<file path="src/rtl/adc_sample_controller_pkg.sv">
// Shared types and frame geometry for the serial ADC sample controller.
// Build option: ADC_CTRL_AVG_EN enables 4-sample averaging in adc_sample_controller.
package adc_ctrl_pkg;

    typedef enum logic [1:0] {
        IDLE  = 2'd0,
        FRAME = 2'd1,
        QUIET = 2'd2
    } state_e;

    localparam int FRAME_BITS = 16;
    localparam int DATA_BITS  = 12;
    localparam int AVG_DEPTH  = 4;

    // 2*FRAME_BITS SCLK toggles per frame; the last one is the final rise.
    localparam int EDGE_BITS  = 5;
    localparam int LAST_EDGE  = 2 * FRAME_BITS - 1;

    localparam int AVG_CNT_BITS = $clog2(AVG_DEPTH);
    localparam int ACC_BITS     = DATA_BITS + AVG_CNT_BITS;

    // Mean of AVG_DEPTH samples: drop the low bits of the running sum.
    function automatic logic [DATA_BITS-1:0] avg_of(input logic [ACC_BITS-1:0] sum);
        return sum[ACC_BITS-1 -: DATA_BITS];
    endfunction

endpackage

</file>
<file path="src/rtl/adc_sample_controller_if.sv">
// Control, ADC pin and sample-consumer signals of the ADC sample controller.
// master = controller side, slave = ADC/consumer side.
interface adc_sample_controller_if;
    import adc_ctrl_pkg::*;

    logic                 enable;
    logic                 start;
    logic                 sdata;
    logic                 sclk;
    logic                 cs;
    logic [DATA_BITS-1:0] data_out;
    logic                 data_valid;
    logic                 busy;
    logic                 overrun;

    modport master (
        input  enable, start, sdata,
        output sclk, cs, data_out, data_valid, busy, overrun
    );

    modport slave (
        output enable, start, sdata,
        input  sclk, cs, data_out, data_valid, busy, overrun
    );

endinterface

</file>
<file path="src/rtl/adc_sample_controller_sclk_gen.sv">
// SCLK divider for the ADC frame: toggles every CLK_DIV clk while run is high,
// idles high, and flags the clk edge on which the next fall or rise happens.
module adc_sclk_gen
    import adc_ctrl_pkg::*;
#(
    parameter int CLK_DIV = 3
) (
    input  logic                 clk,
    input  logic                 reset,
    input  logic                 run,
    output logic                 sclk,
    output logic                 fall_stb,
    output logic                 rise_stb,
    output logic [EDGE_BITS-1:0] edge_cnt
);

    localparam int DIV_W = (CLK_DIV > 1) ? $clog2(CLK_DIV) : 1;

    logic [DIV_W-1:0]     div_reg;
    logic                 sclk_reg;
    logic [EDGE_BITS-1:0] edge_reg;
    logic                 div_end;

    assign div_end  = (div_reg == DIV_W'(CLK_DIV - 1));

    // Strobes are combinational so the caller acts on the same edge that moves sclk.
    assign fall_stb = run && div_end && sclk_reg;
    assign rise_stb = run && div_end && !sclk_reg;

    always_ff @(posedge clk) begin
        if (!reset || !run) begin
            div_reg  <= '0;
            sclk_reg <= 1'b1;
            edge_reg <= '0;
        end else if (div_end) begin
            div_reg  <= '0;
            sclk_reg <= !sclk_reg;
            edge_reg <= edge_reg + 1'b1;
        end else begin
            div_reg  <= div_reg + 1'b1;
        end
    end

    assign sclk     = sclk_reg;
    assign edge_cnt = edge_reg;

endmodule

</file>
<file path="src/rtl/adc_sample_controller.sv">
// Master sequencer for a 16-bit serial ADC frame: schedules conversions, drives CS/SCLK,
// shifts in SDATA and presents 12-bit samples. Build option: ADC_CTRL_AVG_EN (4-sample average).
module adc_sample_controller
    import adc_ctrl_pkg::*;
#(
    parameter int CLK_DIV       = 3,
    parameter int QUIET_CYCLES  = 5,
    parameter int SAMPLE_PERIOD = 2000
) (
    input  logic                    clk,
    input  logic                    reset,
    adc_sample_controller_if.master bus
);

    localparam logic [1:0] S_IDLE  = IDLE;
    localparam logic [1:0] S_FRAME = FRAME;
    localparam logic [1:0] S_QUIET = QUIET;

    localparam int QW = (QUIET_CYCLES > 1) ? $clog2(QUIET_CYCLES) : 1;
    localparam int PW = (SAMPLE_PERIOD > 1) ? $clog2(SAMPLE_PERIOD) : 1;

    logic [1:0]           state_reg;
    logic                 cs_reg;
    logic [DATA_BITS-1:0] shift_reg;
    logic [DATA_BITS-1:0] data_out_reg;
    logic                 valid_reg;
    logic [QW-1:0]        quiet_reg;
    logic [PW-1:0]        period_reg;

    logic                 run;
    logic                 sclk_w;
    logic                 sclk_fall;
    logic                 sclk_rise;
    logic [EDGE_BITS-1:0] edge_cnt;
    logic                 period_tick;
    logic                 trigger;
    logic                 frame_done;

    adc_sclk_gen #(
        .CLK_DIV (CLK_DIV)
    ) u_sclk_gen (
        .clk      (clk),
        .reset    (reset),
        .run      (run),
        .sclk     (sclk_w),
        .fall_stb (sclk_fall),
        .rise_stb (sclk_rise),
        .edge_cnt (edge_cnt)
    );

    assign run         = (state_reg == S_FRAME);
    assign period_tick = bus.enable && (period_reg == PW'(SAMPLE_PERIOD - 1));
    assign trigger     = bus.start || period_tick;
    assign frame_done  = run && sclk_rise && (edge_cnt == EDGE_BITS'(LAST_EDGE));

    always_ff @(posedge clk) begin
        if (!reset || !bus.enable) begin
            period_reg <= '0;
        end else if (period_tick) begin
            period_reg <= '0;
        end else begin
            period_reg <= period_reg + 1'b1;
        end
    end

    // Only DATA_BITS of history are kept: the four leading frame bits simply
    // fall off the top after sixteen shifts, which is all the frame needs.
    always_ff @(posedge clk) begin
        if (!reset) begin
            state_reg <= S_IDLE;
            cs_reg    <= 1'b1;
            quiet_reg <= '0;
            shift_reg <= '0;
        end else begin
            case (state_reg)
                S_IDLE: begin
                    if (trigger) begin
                        state_reg <= S_FRAME;
                        cs_reg    <= 1'b0;
                    end
                end
                S_FRAME: begin
                    if (sclk_fall) begin
                        shift_reg <= {shift_reg[DATA_BITS-2:0], bus.sdata};
                    end
                    if (frame_done) begin
                        state_reg <= S_QUIET;
                        cs_reg    <= 1'b1;
                        quiet_reg <= '0;
                    end
                end
                S_QUIET: begin
                    if (quiet_reg == QW'(QUIET_CYCLES - 1)) begin
                        state_reg <= S_IDLE;
                    end else begin
                        quiet_reg <= quiet_reg + 1'b1;
                    end
                end
                default: begin
                    state_reg <= S_IDLE;
                    cs_reg    <= 1'b1;
                end
            endcase
        end
    end

`ifdef ADC_CTRL_AVG_EN
    logic [ACC_BITS-1:0]     acc_reg;
    logic [ACC_BITS-1:0]     acc_sum;
    logic [AVG_CNT_BITS-1:0] avg_cnt_reg;
    logic                    enable_d_reg;

    assign acc_sum = acc_reg + ACC_BITS'(shift_reg);

    // A falling enable discards a partial average so the next group starts clean.
    always_ff @(posedge clk) begin
        if (!reset) begin
            data_out_reg <= '0;
            valid_reg    <= 1'b0;
            acc_reg      <= '0;
            avg_cnt_reg  <= '0;
            enable_d_reg <= 1'b0;
        end else begin
            valid_reg    <= 1'b0;
            enable_d_reg <= bus.enable;
            if (enable_d_reg && !bus.enable) begin
                acc_reg     <= '0;
                avg_cnt_reg <= '0;
            end else if (frame_done) begin
                if (avg_cnt_reg == AVG_CNT_BITS'(AVG_DEPTH - 1)) begin
                    data_out_reg <= avg_of(acc_sum);
                    valid_reg    <= 1'b1;
                    acc_reg      <= '0;
                    avg_cnt_reg  <= '0;
                end else begin
                    acc_reg      <= acc_sum;
                    avg_cnt_reg  <= avg_cnt_reg + 1'b1;
                end
            end
        end
    end
`else
    always_ff @(posedge clk) begin
        if (!reset) begin
            data_out_reg <= '0;
            valid_reg    <= 1'b0;
        end else begin
            valid_reg <= frame_done;
            if (frame_done) begin
                data_out_reg <= shift_reg;
            end
        end
    end
`endif

    assign bus.sclk       = sclk_w;
    assign bus.cs         = cs_reg;
    assign bus.data_out   = data_out_reg;
    assign bus.data_valid = valid_reg;
    assign bus.busy       = (state_reg != S_IDLE);
    assign bus.overrun    = period_tick && (state_reg != S_IDLE);

endmodule
</file>
<file path="src/flat_wrapper.sv">
// flat-port wrapper written by rule: the top's interface ports become plain ports
module adc_sample_controller_flat import adc_ctrl_pkg::*;
#(
    parameter int CLK_DIV       = 3,
    parameter int QUIET_CYCLES  = 5,
    parameter int SAMPLE_PERIOD = 2000
)
  (clk, reset, bus_enable, bus_start, bus_sdata, bus_sclk, bus_cs, bus_data_out, bus_data_valid, bus_busy, bus_overrun);
  adc_sample_controller_if bus_i ();
  input  logic clk;
  input  logic reset;
  input wire logic [$bits(bus_i.enable)-1:0] bus_enable;
  input wire logic [$bits(bus_i.start)-1:0] bus_start;
  input wire logic [$bits(bus_i.sdata)-1:0] bus_sdata;
  output wire logic [$bits(bus_i.sclk)-1:0] bus_sclk;
  output wire logic [$bits(bus_i.cs)-1:0] bus_cs;
  output wire logic [$bits(bus_i.data_out)-1:0] bus_data_out;
  output wire logic [$bits(bus_i.data_valid)-1:0] bus_data_valid;
  output wire logic [$bits(bus_i.busy)-1:0] bus_busy;
  output wire logic [$bits(bus_i.overrun)-1:0] bus_overrun;
  assign bus_i.enable = bus_enable;
  assign bus_i.start = bus_start;
  assign bus_i.sdata = bus_sdata;
  assign bus_sclk = bus_i.sclk;
  assign bus_cs = bus_i.cs;
  assign bus_data_out = bus_i.data_out;
  assign bus_data_valid = bus_i.data_valid;
  assign bus_busy = bus_i.busy;
  assign bus_overrun = bus_i.overrun;
  adc_sample_controller #(.CLK_DIV(CLK_DIV), .QUIET_CYCLES(QUIET_CYCLES), .SAMPLE_PERIOD(SAMPLE_PERIOD)) u_core (.clk(clk), .reset(reset), .bus(bus_i));
endmodule
</file>
<file path="config.mk">
export PLATFORM = sky130hd
export DESIGN_NAME = adc_sample_controller_flat
export DESIGN_NICKNAME = d
export VERILOG_FILES = /design/src/rtl/adc_sample_controller_pkg.sv /design/src/rtl/adc_sample_controller_if.sv /design/src/rtl/adc_sample_controller_sclk_gen.sv /design/src/rtl/adc_sample_controller.sv /design/src/flat_wrapper.sv
export SDC_FILE = /design/constraint.sdc
export NUM_CORES = 1
export LEC_CHECK = 0
export BUFFER_PORTS_ARGS = -buffer_cell sky130_fd_sc_hd__buf_2
export CAP_MARGIN = 10
export CELL_PAD_IN_SITES_DETAIL_PLACEMENT = 0
export CELL_PAD_IN_SITES_GLOBAL_PLACEMENT = 1
export CORE_UTILIZATION = 30
export CTS_CLUSTER_SIZE = 40
export DETAILED_ROUTE_END_ITERATION = 7
export GPL_ROUTABILITY_DRIVEN = 0
export GPL_TIMING_DRIVEN = 0
export HOLD_SLACK_MARGIN = 0.06
export PLACE_DENSITY = 0.64
export SLEW_MARGIN = 10
export SYNTH_ARGS = -nofsm -noshare
export SYNTH_HDL_FRONTEND = slang
export SYNTH_HIERARCHICAL = 1
export SYNTH_SLANG_ARGS = --single-unit
</file>
<file path="constraint.sdc">
create_clock -name clk -period 2.9 [get_ports clk]
set_input_delay 0.29 -clock clk [delete_from_list [all_inputs] [get_ports clk]]
set_output_delay 0.29 -clock clk [all_outputs]
set_load 0.1 [all_outputs]
</file>
-- Word-level counts from Yosys, hierarchy flattened
Index checks and enable logic that the tools add are counted.
- order comparisons: 0
- reduce and logical (&&, ||, !) cells: 23
- shift operators: 0
- multiplexer cells: 10
- $add $sub $neg: 4
- $mul: 0
- divide/modulo/power cells: 0
- bitwise gates (word level): 1
- equality and inequality tests: 10
- operators with widths (operator ; count):
    11-bit by 1-bit adder with 11-bit output, second input constant ; 1
    11-bit == test, second input constant ; 1
    3-bit AND reduction ; 3
    1-bit logical AND ; 7
    2-bit 2-to-1 mux ; 3
    3-bit 2-to-1 mux ; 2
    2-bit one-hot mux with 3 select lines ; 1
    3-bit one-hot mux with 2 select lines ; 1
    5-bit by 1-bit adder with 5-bit output, second input constant ; 1
    5-bit == test, second input constant ; 1
    2-bit == test, second input constant ; 2
    1-bit zero test ; 4
    2-bit by 1-bit != test with 1-bit output, second input constant ; 2
    2-bit != test, second input constant ; 2
    2-bit nonzero test ; 2
    2-bit OR reduction ; 2
    3-bit by 1-bit adder with 3-bit output, second input constant ; 1
    3-bit == test, second input constant ; 1
    1-bit logical OR ; 3
    1-bit one-hot mux with 3 select lines ; 1
    2-bit by 1-bit adder with 2-bit output, second input constant ; 1
    2-bit by 1-bit == test with 1-bit output, second input constant ; 1
    2-bit zero test ; 1
    1-bit 2-to-1 mux ; 2
    other kinds (2) ; 2
- register bits after elaboration: 50
- bits in latches: 0
- memories kept: 0
- output and inout port bits: 17
- RAM bits: 0
- ROM bits: 0

-- Depth between registers and ports, before layout
Gate-level depths: netlist of run 1.
- depth after elaboration: 7
- mapped depth: 12

-- Cells and area by module
The synthesis of run 1 kept the hierarchy.
- by module, submodules not included (module ; area each (um^2) ; instances ; cells each ; sequential area each (um^2)):
    adc_sample_controller ; 1761.7 ; 1 ; 203 ; 840.8
    adc_sclk_gen ; 369.1 ; 1 ; 36 ; 160.2

-- Worst setup path after synthesis of run 1
No wires, ideal clock.
- path kind: reg2out
- start point: register u_core.period_reg[0]
- end point: output port bus_overrun
- setup slack: 0.071 ns
- arrival time: 2.539 ns
- stages on the path, launching flop included: 5
- required time: 2.610 ns
- path through: dfxtp_1 ha_1 nand3_2 or4_4 nor2b_1
- cells in the longest elaborated chain, start to end: 3
- RTL lines (item ; line ; source):
    start, declared ; adc_sample_controller.sv:28 ; logic [PW-1:0] period_reg;
    start signal, assigned ; adc_sample_controller.sv:62 ; period_reg <= period_reg + 1'b1;
    11-bit == test ; adc_sample_controller.sv:52 ; assign period_tick = bus.enable && (period_reg == PW'(SAMPLE_PERIOD - 1));
    1-bit logical AND ; adc_sample_controller.sv:52 ;
    1-bit logical AND ; adc_sample_controller.sv:161 ; assign bus.overrun = period_tick && (state_reg != S_IDLE);
    end, declared ; flat_wrapper.sv:20 ; output wire logic [$bits(bus_i.overrun)-1:0] bus_overrun;
No other way between the ends.

-- Worst setup path after layout of run 1
Same ends and word-level chain as after synthesis.

==> qor.txt, run 1 <==
Number of synthesized register bits: 50
Wire length per cell: 10.9 um
Cell taking the most area after synthesis: dfxtp_1
Hold crit path type: in -> reg
CP delay by family, top: simple AND/OR/NAND/NOR gates
CTS tree: done
Post-synth cell types: 36
Vias post-DR: 1622
Final Hold Viols: 0
Antenna violations before repair: 0
DRT Wirelength: 3.95 mm
Clock buffer count from CTS: 5
Ant. Diodes: 0
Root buffer cell: clkbuf_8
Leakage: 0.873 nW
Total global routing overflow: 0
Clock Skew: 0.00217 ns
CP startpoint kind: flop
Gate power share: 0.057
Reg power frac: 0.607
Worst-margin pin slew: 0.493 ns
Drt drc: 0
Aggregate global-route resource usage: 0.121
Worst skew pair latency: 0.30 ns
IO Pins: 22
Cts repair resizes: 0
Crit end category: primary output
Max Slew Vio Count: 0
Die ar.: 7440 um2
Syn avg cell area: 8.92 um2
Core area: 6830 um2
CP Buf/Inv Count: 1
Initial Utilization: 0.312
Most frequent cells in the layout: 50 x dfxtp_1, 46 x nand2_1, 24 x buf_2
Hold endpoint: u_core/period_reg[2]
Status: complete, no violations
FILL cells: 772
Hold Path Origin: bus_enable
Power share of the clock group: 0.336
Die H: 86.3 um
Most common cell after layout, fill and taps aside: dfxtp_1
Setup TNS: 0 ns
Drt first pass iters: 4
Row cnt: 30
RR Startpoint: u_core/state_reg[1]
Crit path cell chain: ha_1 -> nand3_2 -> or4_4 -> nor2b_1 -> buf_2
Mapped Cells: 239
CP Class: reg -> out
Mapped cell area: 2130 um2
Sequential area share after synthesis: 0.470
CP max-delay cell: or4_4
Cell internal pwr: 0.874 mW
Share of cells above drive strength 1: 0.172
RSZ-0062 raised after global routing: false
Post-Place Cell Area: 2360 um2
Final setup viols: 0
Vias in the first global route: 1512
Yosys warns: 6
Layout area overhead: 14.3%
Largest net degree at the start of global routing: 15
CTS Buffer Depth: 2
Slew margin rel.: 0.674
Power Density: 471 nW/um2
DR vias/cell: 4.47
DR iter-0 viols: 78
Post-layout minimum cycle time: 2.41 ns
Post-CTS Setup Bufs: 0
Clock Pin Slew Worst Setup and Hold Paths: 0.09 ns
MaxCap Viol Count: 0
Critical Path Max Stage Delay: 0.54 ns
Crit path DAT: 2.12 ns
Clock sinks: 50
WHS: 0.249 ns
H-tree Lvls: 2
Nets@finish: 277
Antenna Nets Post-Route: 0
Port bufs: 21
First-pass GRT wire length: 7.11 mm
R2r setup slk: 0.62 ns
Reg2reg end: u_core/bus.data_out[11]
Design area: 2430 um2
F_max: 0.415 GHz
CP Max Fanout: 6
Reg2Reg Depth: 11
Final HPWL DP: 2.83 mm
Hold Crit Depth: 3
Width of the chip: 86.3 um
Ranking of synthesized cells by area: dfxtp_1 47%, nand2_1 8.1%, a21boi_0 6.0%
Critical Path RT: 2.61 ns
Switching Share: 0.237
NetSw: 0.272 mW
Syn nets: 249
Hold buffers post-CTS: 0
Synth top area share: 0.470
Period utilization: 0.832
IR drop worst, VDD: 0.243 mV
==> routing by layer <==
layer | GRT usage | share of wire | vias up
met2 | 0.198 | 0.46 | 22
li1 | - | - | 858
met5 | 0 | 0 | -
met1 | 0.153 | 0.48 | 737
met4 | 0.0455 | 0.011 | 0
met3 | 0.0333 | 0.040 | 5
==> final cells by class <==
class | count | area (um2) | share of cell area
multi-input cells | 170 | 1020 | 0.420
flip-flops and latches | 50 | 1000 | 0.411
well taps | 96 | 120 | 0.0493
repair buffers | 21 | 105 | 0.0432
plain buffers | 12 | 80.1 | 0.0329
clock buffers | 5 | 68.8 | 0.0283
inverters | 7 | 26.3 | 0.0108
clock inverters | 2 | 10.0 | 0.00411
==> power by group through the flow <==
stage	combinational [mW]	clock [mW]	sequential (mW)
after CTS	0.0666	0.415	0.696
final	0.0653	0.385	0.696
after floorplan	0.0398	0	0.721
after global routing	0.0722	0.434	0.697
after global placement	0.0670	0	0.712
after detailed placement	0.0666	0	0.712
==> per-stage QoR <==
stage	util	power (mW)	std cells	setup WS, ns
floorplan	-	0.761	239	0.0714
CTS	0.356	1.18	363	0.456
finish	0.356	1.15	363	0.488
detailed placement	0.345	0.778	356	0.590
global placement	0.345	0.779	356	0.604
global route	0.356	1.20	363	0.271
==> tightest hold or removal path, cell delays in order <==
cell	delay [ns]
buf_2	0.11
nand3_2	0.07
nor2_1	0.04
==> how the worst max path moves through the flow <==
stage | slack [ns] | endpoint | depth (start not counted) | start
2_1_floorplan | 0.07 | bus_overrun | 4 | u_core/period_reg[0]
3_3_place_gp | 0.60 | u_core/bus.data_out[11] | 11 | u_core/state_reg[1]
3_5_place_dp | 0.59 | u_core/bus.data_out[11] | 11 | u_core/state_reg[1]
4_1_cts | 0.46 | bus_overrun | 5 | u_core/period_reg[0]
5_1_grt | 0.27 | u_core/bus.data_out[5] | 11 | u_core/state_reg[1]
6_report | 0.49 | bus_overrun | 5 | u_core/period_reg[0]
==> kinds of logic after synthesis <==
kind of cell | synth area share
fa+ha+maj | 0.0294
flops | 0.470
buf+inv | 0.0499
xor+xnor | 0.0493
compound gates | 0.120
simple gates | 0.268
mux | 0.0141
==> cells in the mapped netlist, drive strengths merged <==
master   n
buf      7
or2      1
a21oi    1
nand3b   3
nand2b   3
o32ai    1
dfxtp   50
nor4     1
inv      7
xnor2   10
and3     2
nor2b    2
a211oi   1
nand4    5
xor2     2
a21bo    1
or4      2
nor2    21
mux2i    3
clkbuf   5
nand2   46
nand3   25
nor3     5
ha       5
a21boi  28
o21ai    1
or3      1
No activity file was read; power rests on OpenSTA's default activity.
==> inputs of run 2 (changes only) <==
clock period = 2.5 ns   (was 2.9 ns; I/O delays follow)
==> run 2 against run 1 <==
Net effect:
- count of clock-buffer cells in the layout grew 2
- critical endpoint unchanged
- routed wire length grew 1.1%
- sequential share of layout area shrank 0.39 points
- highest routed layer unchanged
- sequential power grew 16%
==> qor.txt, run 2 (synthesized netlist as in run 1, its figures left out) <==
F_max: 0.431 GHz
Post-layout minimum cycle time: 2.32 ns
RSZ-0062 raised after global routing: false
Crit path DAT: 2.07 ns (-0.05 ns)
CP Buf/Inv Count: 1 (unchanged)
MaxCap Viol Count: 0 (unchanged)
Die H: 86.3 um (unchanged)
Cts repair resizes: 0 (unchanged)
Design area: 2460 um2 (+1.1%)
Ant. Diodes: 0 (unchanged)
Final HPWL DP: 2.91 mm (+2.9%)
CP Class: reg -> out
CP Max Fanout: 6 (unchanged)
Drt drc: 0 (unchanged)
Port bufs: 21 (unchanged)
Power Density: 555 nW/um2 (+18%)
Antenna Nets Post-Route: 0 (unchanged)
Nets@finish: 277 (unchanged)
RR Startpoint: u_core/state_reg[1]
Aggregate global-route resource usage: 0.123 (+0.00137)
Max Slew Vio Count: 0 (unchanged)
Hold buffers post-CTS: 0 (unchanged)
Vias in the first global route: 1572 (+4.0%)
Largest net degree at the start of global routing: 15 (unchanged)
Most frequent cells in the layout: 49 x dfxtp_1, 46 x nand2_1, 23 x nand3_1
Antenna violations before repair: 0 (unchanged)
Root buffer cell: clkbuf_8
DRT Wirelength: 3.99 mm (+1.1%)
Vias post-DR: 1602 (-1.2%)
Hold Path Origin: bus_sdata
Drt first pass iters: 4 (unchanged)
CP startpoint kind: flop
Row cnt: 30 (unchanged)
Final setup viols: 0 (unchanged)
Hold crit path type: in -> reg
H-tree Lvls: 2 (unchanged)
Most common cell after layout, fill and taps aside: dfxtp_1
Clock sinks: 50 (unchanged)
Setup TNS: 0 ns (unchanged)
Clock Skew: 0.00502 ns (+0.00286 ns)
Worst skew pair latency: 0.30 ns (about the same)
Post-Place Cell Area: 2360 um2 (+0.11%)
IR drop worst, VDD: 0.218 mV (-10%)
Core area: 6830 um2 (unchanged)
Wire length per cell: 11.0 um (+0.79%)
Initial Utilization: 0.312 (unchanged)
Period utilization: 0.929
CP delay by family, top: simple AND/OR/NAND/NOR gates
CP max-delay cell: or4_4
Power Total: 1.37 mW (+19%)
CTS tree: done
Post-CTS Setup Bufs: 0 (unchanged)
Final Hold Viols: 0 (unchanged)
Critical Path RT: 2.25 ns (-0.36 ns)
First-pass GRT wire length: 7.22 mm (+1.6%)
IO Pins: 22 (unchanged)
CP startpoint: u_core/period_reg[0]
Layout area overhead: 15.5%
Final core utilization: 0.360 (+0.00385)
Crit path cell chain: ha_1 -> nand3_2 -> or4_4 -> nor2b_2 -> clkbuf_4
Clock Pin Slew Worst Setup and Hold Paths: 0.09 ns (about the same)
DR iter-0 viols: 74 (-5.1%)
Total global routing overflow: 0 (unchanged)
Worst-margin pin slew: 0.485 ns (-0.00756 ns)
Status: complete, no violations
Setup WS post-layout: 0.178 ns (-0.310 ns)
Die ar.: 7440 um2 (unchanged)
Width of the chip: 86.3 um (unchanged)
DP Worst Slack: 0.202 ns (-0.389 ns)
Slew margin rel.: 0.679 (+0.00501)
Share of cells above drive strength 1: 0.183 (+0.0106)
DR vias/cell: 4.40 (-1.5%)
CTS Buffer Depth: 2 (unchanged)
Leakage: 0.879 nW (+0.59%)
Crit end category: primary output
Clock buffer count from CTS: 5 (unchanged)
Critical Path Max Stage Delay: 0.56 ns (+0.02 ns)
[run 2: worst paths after layout]
kind,slack (ns),to,depth (start not counted)
max,0.18,bus_overrun,5
min,0.22,u_core/shift_reg[0],3
min reg2reg,0.43,u_core/u_sclk_gen/div_reg[0],1
max reg2reg,0.24,u_core/bus.data_out[11],12
[run 2: worst min-delay path: stages]
cell	delay, ns
buf_2	0.10
nand3_1	0.05
a21boi_0	0.06
[run 2: power by group]
part	internal (mW)	switching [mW]
logic	0.0246	0.0518
registers	0.802	0.00520
clock network	0.224	0.260
[run 2: routing by layer]
metal / vias up / track usage / routed length, um
met3: 4 / 0.0314 / 109
met2: 20 / 0.210 / 1790
li1: 856 / - / -
met4: 0 / 0.0364 / 52
met5: - / 0 / 0
met1: 722 / 0.152 / 2030
[run 2: stage by stage]
stage               hold WS (ns)  instances
CTS                        0.210        364
floorplan                  0.335        239
global placement           0.407        356
detailed placement         0.410        356
global route               0.217        364
finish                     0.218        364
[run 2: cell type report]
class,count,area [um2]
well taps,96,120
clock buffers,7,86.3
inverters,7,26.3
clock inverters,1,5.00
plain buffers,12,82.6
repair buffers,21,108
flip-flops and latches,50,1000
multi-input cells,170,1030
fillers,744,4370
==> inputs of run 3 (changes only) <==
CORE_UTILIZATION = 26   (was 30)
PLACE_DENSITY = 0.58   (was 0.64)
TNS_END_PERCENT = 20   (was default)
clock period = 2.6 ns   (was 2.5 ns; I/O delays follow)
==> run 3 against run 2 <==
Net effect:
- worst setup slack improved by 0.046 ns
- routed wire length is 5.8% higher
- via count shrank 0.19%
- sequential power down 3.8%
- non-clock buffer count stayed put
- largest power group unchanged
==> qor.txt, run 3 (synthesized netlist as in run 1, its figures left out) <==
Status: complete, no violations
Critical Path RT: 2.34 ns (+0.09 ns)
Wire length per cell: 11.4 um (+4.0%)
Layout area overhead: 15.4% (about the same)
Cts repair resizes: 0 (unchanged)
Most common cell after layout, fill and taps aside: dfxtp_1
Power Density: 528 nW/um2 (-5.0%)
DR iter-0 viols: 66 (-11%)
Final setup viols: 0 (unchanged)
Hold crit path type: in -> reg
Leakage: 0.876 nW (-0.33%)
Power Total: 1.30 mW (-5.0%)
Drt drc: 0 (unchanged)
Setup TNS: 0 ns (unchanged)
Final HPWL DP: 3.02 mm (+3.5%)
CTS tree: done
F_max: 0.421 GHz
DP Worst Slack: 0.250 ns (+0.0479 ns)
IR drop worst, VDD: 0.179 mV (-18%)
Width of the chip: 92.5 um (+7.3%)
MaxCap Viol Count: 0 (unchanged)
Crit path cell chain: ha_1 -> nand3_2 -> or4_4 -> nor2b_2 -> buf_2
H-tree Lvls: 2 (unchanged)
Die ar.: 8560 um2 (+15%)
Hold buffers post-CTS: 0 (unchanged)
Clock sinks: 50 (unchanged)
Final Hold Viols: 0 (unchanged)
Post-CTS Setup Bufs: 0 (unchanged)
Clock buffer count from CTS: 5 (unchanged)
First-pass GRT wire length: 7.29 mm (+0.96%)
Die H: 92.5 um (+7.3%)
Port bufs: 21 (unchanged)
Nets@finish: 277 (unchanged)
DR vias/cell: 4.32 (-1.8%)
CTS Buffer Depth: 2 (unchanged)
Slew margin rel.: 0.669 (-0.0100)
Post-Place Cell Area: 2370 um2 (+0.32%)
Crit path DAT: 2.12 ns (+0.05 ns)
Worst-margin pin slew: 0.501 ns (+0.0151 ns)
Aggregate global-route resource usage: 0.106 (-0.0164)
Drt first pass iters: 4 (unchanged)
Vias in the first global route: 1503 (-4.4%)
Max Slew Vio Count: 0 (unchanged)
Clock Skew: 0.0106 ns (+0.00563 ns)
Antenna Nets Post-Route: 0 (unchanged)
CP startpoint kind: flop
DRT Wirelength: 4.22 mm (+5.8%)
Most frequent cells in the layout: 50 x dfxtp_1, 46 x nand2_1, 23 x buf_2, 23 x nand3_1, 21 x nor2_1
Row cnt: 32 (+6.7%)
CP Class: reg -> out
Largest net degree at the start of global routing: 16 (+1)
IO Pins: 22 (unchanged)
Ant. Diodes: 0 (unchanged)
RSZ-0062 raised after global routing: false
Core area: 7810 um2 (+14%)
Share of cells above drive strength 1: 0.179 (-0.00373)
Worst skew pair latency: 0.30 ns (about the same)
Clock Pin Slew Worst Setup and Hold Paths: 0.09 ns (about the same)
Vias post-DR: 1599 (-0.19%)
Setup WS post-layout: 0.224 ns (+0.0459 ns)
Initial Utilization: 0.273 (-0.0390)
CP max-delay cell: or4_4
Antenna violations before repair: 0 (unchanged)
Period utilization: 0.914
Total global routing overflow: 0 (unchanged)
Root buffer cell: clkbuf_8
Design area: 2460 um2 (about the same)
Crit end category: primary output
CP Max Fanout: 6 (unchanged)
Post-layout minimum cycle time: 2.38 ns
Critical Path Max Stage Delay: 0.54 ns (-0.02 ns)
## run 3: path summary, 6_finish.rpt
check | slack (ns) | end | depth (start not counted) | start
setup / recovery | 0.22 | bus_overrun | 5 | u_core/period_reg[0]
hold / removal | 0.23 | u_core/period_reg[2] | 3 | bus_enable
setup reg to reg | 0.25 | u_core/bus.data_out[3] | 12 | u_core/state_reg[1]
hold reg to reg | 0.43 | u_core/u_sclk_gen/div_reg[0] | 1 | u_core/u_sclk_gen/div_reg[0]
## run 3: per-stage QoR
step | hold WS (ns) | utilization | instances
after floorplan | 0.345 | - | 239
after global placement | 0.408 | 0.303 | 362
after detailed placement | 0.418 | 0.303 | 362
after CTS | 0.218 | 0.314 | 370
after global routing | 0.228 | 0.315 | 370
final | 0.231 | 0.315 | 370
## run 3: layout make-up
type                       count  area [um2]
multi-input combinational    170        1030
inverter                       7        26.3
buffer                        12        82.6
fill                         844        5350
sequential                    50        1000
clock buffer                   6        72.6
clock inverter                 2        13.8
timing repair buffer          21         105
tap                          102         128
## run 3: power breakdown
group,total (mW),internal [mW],switching (mW)
registers,0.776,0.771,0.00513
clock network,0.447,0.191,0.257
logic,0.0747,0.0235,0.0511
total,1.30,0.985,0.313
## run 3: worst max-delay path: cells and delay by family, from the launching register on
kind          cells  cell delay [ns]
fa+ha+maj         1             0.21
buf+inv           1             0.42
flops             1             0.38
simple gates      3             0.81
## run 3: per-layer routing
| metal | part of all wire | GRT usage | wire (um) |
|---|---|---|---|
| met5 | 0 | 0 | 0 |
| met4 | 0.0052 | 0.0273 | 22 |
| met3 | 0.042 | 0.0304 | 176 |
| met2 | 0.44 | 0.165 | 1850 |
| met1 | 0.51 | 0.144 | 2170 |
